File: src/rtl/counter_prog.sv
// Programmable up/down event counter: parallel load, programmable terminal value,
// wrap or saturate mode, registered wrap pulse and sticky overflow status.
module counter_prog #(
    parameter int unsigned WIDTH    = 8,
    parameter int unsigned SAT_MODE = 0,
    parameter int unsigned RST_VAL  = 0
) (
    input  logic             clk,
    input  logic             rst_n,
    input  logic             count_en,
    input  logic             count_clr,
    input  logic             count_dir,
    input  logic             load_en,
    input  logic [WIDTH-1:0] load_val,
    input  logic [WIDTH-1:0] term_val,
    input  logic             sticky_clr,
    output logic [WIDTH-1:0] count,
    output logic             tc,
    output logic             wrap,
    output logic             ovf_sticky
);

    localparam logic [WIDTH-1:0] RESET_COUNT = WIDTH'(RST_VAL);
    localparam logic [WIDTH-1:0] ONE         = WIDTH'(1);

    logic             up_term;
    logic             down_term;
    logic             at_term;
    logic [WIDTH-1:0] count_nxt;

    // Up terminal uses >= so a count loaded above term_val still terminates.
    assign up_term   = count_dir && (count >= term_val);
    assign down_term = !count_dir && (count == '0);
    assign at_term   = up_term || down_term;

    assign tc = count_en && !count_clr && !load_en && at_term;

    always_comb begin
        count_nxt = count;
        if (count_clr) begin
            count_nxt = RESET_COUNT;
        end else if (load_en) begin
            count_nxt = load_val;
        end else if (count_en) begin
            if (at_term) begin
                if (SAT_MODE == 0) begin
                    count_nxt = count_dir ? '0 : term_val;
                end
            end else begin
                count_nxt = count_dir ? (count + ONE) : (count - ONE);
            end
        end
    end

    always_ff @(posedge clk or negedge rst_n) begin
        if (!rst_n) begin
            count      <= RESET_COUNT;
            wrap       <= 1'b0;
            ovf_sticky <= 1'b0;
        end else begin
            count <= count_nxt;
            wrap  <= tc;
            // Setting beats clearing when both land on the same edge.
            if (tc) begin
                ovf_sticky <= 1'b1;
            end else if (sticky_clr) begin
                ovf_sticky <= 1'b0;
            end
        end
    end

endmodule
File: config.mk
export PLATFORM = sky130hd
export DESIGN_NAME = counter_prog
export DESIGN_NICKNAME = d
export VERILOG_FILES = /design/src/rtl/counter_prog.sv
export SDC_FILE = /design/constraint.sdc
export NUM_CORES = 1
export LEC_CHECK = 0
export BUFFER_PORTS_ARGS = -buffer_cell sky130_fd_sc_hd__buf_2
export CAP_MARGIN = 40
export CORE_MARGIN = 2
export CORE_UTILIZATION = 54
export CTS_CLUSTER_SIZE = 40
export DETAILED_ROUTE_END_ITERATION = 8
export HOLD_SLACK_MARGIN = 0.08
export PLACE_DENSITY = 0.95
export REMOVE_ABC_BUFFERS = 1
export SYNTH_ARGS = -nofsm -noshare
export SYNTH_HDL_FRONTEND = slang
export SYNTH_SLANG_ARGS = --single-unit
File: constraint.sdc
create_clock -name clk -period 2.96 [get_ports clk]
set_clock_uncertainty 0.05 [all_clocks]
set_input_delay 0.148 -clock clk [delete_from_list [all_inputs] [get_ports clk]]
set_output_delay 0.148 -clock clk [all_outputs]
set_load 0.02 [all_outputs]
==> metrics.csv <==
metric;value;unit
status;finished, final reports clean;
min Tclk post-route;2390;ps
launch point of the worst path;count[0];
Gate Count Post-Synth;133;
Max Cap Violations;0;
Yosys Warn Count;0;
CTS tree;done;
final hold violation count;0;
vias;1202;
Die X;49.8;µm
I/O Buffers;33;
Iter 0 DRT Violations;54;
Clock Power Share;23.8;%
Reg power frac;30.2;%
internal power;332;µW
Post-synth EDFFs;0;
drt drc;0;
CP arrival;2190;ps
IO Count;34;
startpoint types;flip-flop;
first-pass GRT wire length;5300;µm
gr usage total;27.5;%
CP required;2760;ps
pwr dens;415;nW/µm²
kind of critical path;reg2out;
Setup TNS Final;0;ps
part of the power in combinational logic;46.0;%
Layout area overhead;20.1;%
Post-DRT Antenna Nets;0;
worst path bufs/invs;2;
CP max FO;7;
Core Rows;16;
Most used DFF post-synth;dfrtp_1;
Core ar.;1960;µm²
Num CTS Buffers;3;
asr flop ratio synth;100;%
Slew @ Worst Pin;433;ps
worst-skew pair later-pin latency;290;ps
Peak Freq;0.419;GHz
grt ovf;0;
worst hold slack;95.7;ps
largest net degree at the start of global routing;24;
P_sw;234;µW
post-route clock period utilization;80.7;%
Final setup viols;0;
fin util;69.4;%
Initial Util;57.8;%
H-tree depth;1;
Wirelength per Cell;16.4;µm
drt via density;6.20;
Antenna Cells;0;
initial antenna violation count;0;
Tightest Hold Check Type;in2reg;
switching share of power;41.4;%
Distinct cells, synth;39;
fill cell count;181;
Worst Min Path Start;load_val[0];
Netlist Area Pre-Place;1130;µm²
dpl hpwl;2430;µm
CP cell instances;inv_1 -> ha_1 -> nor3b_1 -> o21a_1 -> o21ai_2 -> nand2_4 -> nor4_4 -> buf_2;
Worst path max stage delay;450;ps
reg2reg start;count[6];
clock-pin slew on the worst setup and hold paths;80;ps
Pre-antenna DRT Iters;5;
clock root buffer;clkbuf_4;
vias in the first global route;1148;
Mapped Avg Cell Area;8.52;µm²
Seq cells post-synth;10;
Final Max Slew Viols;0;
delay-heaviest family, CP;flip-flops;
Total Routed Length;3180;µm
RSZ-0062 raised after global routing;no;
LEAKAGE;0.000699;µW
Die ar.;2480;µm²
Critical Path Sink Type;output port;
Rel. slew slack;71.1;%
share of cells above drive strength 1;27.5;%
GP Congestion;0.951;
Die H;49.8;µm
slowest CP cell;dfrtp_1;
nets;206;
buffer levels on the longest clock path;2;
Seq/Total Area, Yosys;22.1;%
clock tree sinks;10;
maximum vdd drop;276;µV
postcts setup bufs;0;
[power groups by stage]
stage	Combinational [µW]	Sequential, µW	Clock (µW)
after floorplan	163	184	0
after global placement	244	170	0
after detailed placement	255	173	0
after CTS	258	170	133
after global routing	284	173	139
final	260	171	135
[cells in the mapped netlist (2+ instances only)]
cell type  instances  share of area, %
a211oi_1           3               2.0
a21o_1             3               2.0
a21oi_1           14               6.2
a221o_1            6               5.3
buf_2              2              0.88
clkbuf_1           2              0.66
dfrtp_1           10                22
ha_1              14                15
inv_1             12               4.0
nand2_1            8               2.6
nor2_1            11               3.6
nor2b_1            2               1.1
nor3_1             6               2.6
nor4_1             2               1.1
o21a_1             2               1.3
o21ai_0            5               2.2
o21ai_2            2               1.5
o21bai_1           3               2.0
o31ai_1            2               1.3
xnor2_1            4               3.1
xor2_1             2               1.5
[worst min-delay path: cells and delay by family]
| kind | cells | cell delay, ps |
|---|---|---|
| buffers and inverters | 1 | 80 |
| and+or+nand+nor | 1 | 100 |
| AOI/OAI and AO/OA | 1 | 70 |
[worst paths after layout]
path | endpoint | slack, ps | cells after the start
worst max-delay path | tc | 570 | 8
worst min-delay path | count[0] | 100 | 3
worst max register to register | count[0] | 900 | 7
worst min register to register | ovf_sticky | 450 | 1
max in group asynchronous | count[2] | 2420 | 2
min in group asynchronous | count[7] | 210 | 2
[layout by cell type (no fill, tap or decap), types with 3 or more instances in the layout]
master / count
a221o_1: 6
a21oi_1: 14
nor2_1: 11
xnor2_1: 4
a211oi_1: 3
nor3_1: 6
o21ai_0: 5
dfrtp_1: 10
buf_2: 33
o21bai_1: 3
a21o_1: 3
clkbuf_4: 3
nand2_1: 8
ha_1: 14
inv_1: 12
[cell families (layout without fill, tap and decap cells)]
kind of cell	after synthesis	count (layout)	share of synthesized area [%]
AO/OA/AOI/OAI	50	50	33.1
AND/OR/NAND/NOR	34	34	16.2
buffers and inverters	17	51	5.85
adder cells (fa/ha/maj)	15	15	17.2
flip-flops	10	10	22.1
XOR/XNOR	6	6	4.64
multiplexers	1	1	0.883
[final cells by class]
cell class              instances  area [µm²]  share of cell area [%]
multi-input cells             106         817                    60.0
flip-flops and latches         10         250                    18.4
repair buffers                 34         175                    12.9
inverters                      13        48.8                    3.58
clock buffers                   4        36.3                    2.67
well taps                      27        33.8                    2.48
[timing repair]
item,CTS,global route
hold endpoints to repair,10,0
gates resized for setup,0,0
hold buffers,1,0
setup endpoints to repair,0,0
[registers in the layout, indices dropped and copies added (netlist names)]
| register | flops |
|---|---|
| count | 8 |
| wrap | 1 |
| ovf_sticky | 1 |
[layer usage]
metal  routed length, µm  GRT usage [%]
met1                1330           36.1
met2                1590           48.0
met5                   0              0
met4                  42           6.94
met3                 225           3.03
[metrics by stage]
stage               cells  setup WS (ps)  cell area [µm²]  total power, µW
floorplan             129            934             1120              347
global placement      189           1000             1320              415
detailed placement    189            904             1320              428
CTS                   194            589             1360              561
global route          194            429             1360              596
finish                194            572             1360              566
Note: power is estimated with default switching activity, not from simulation.
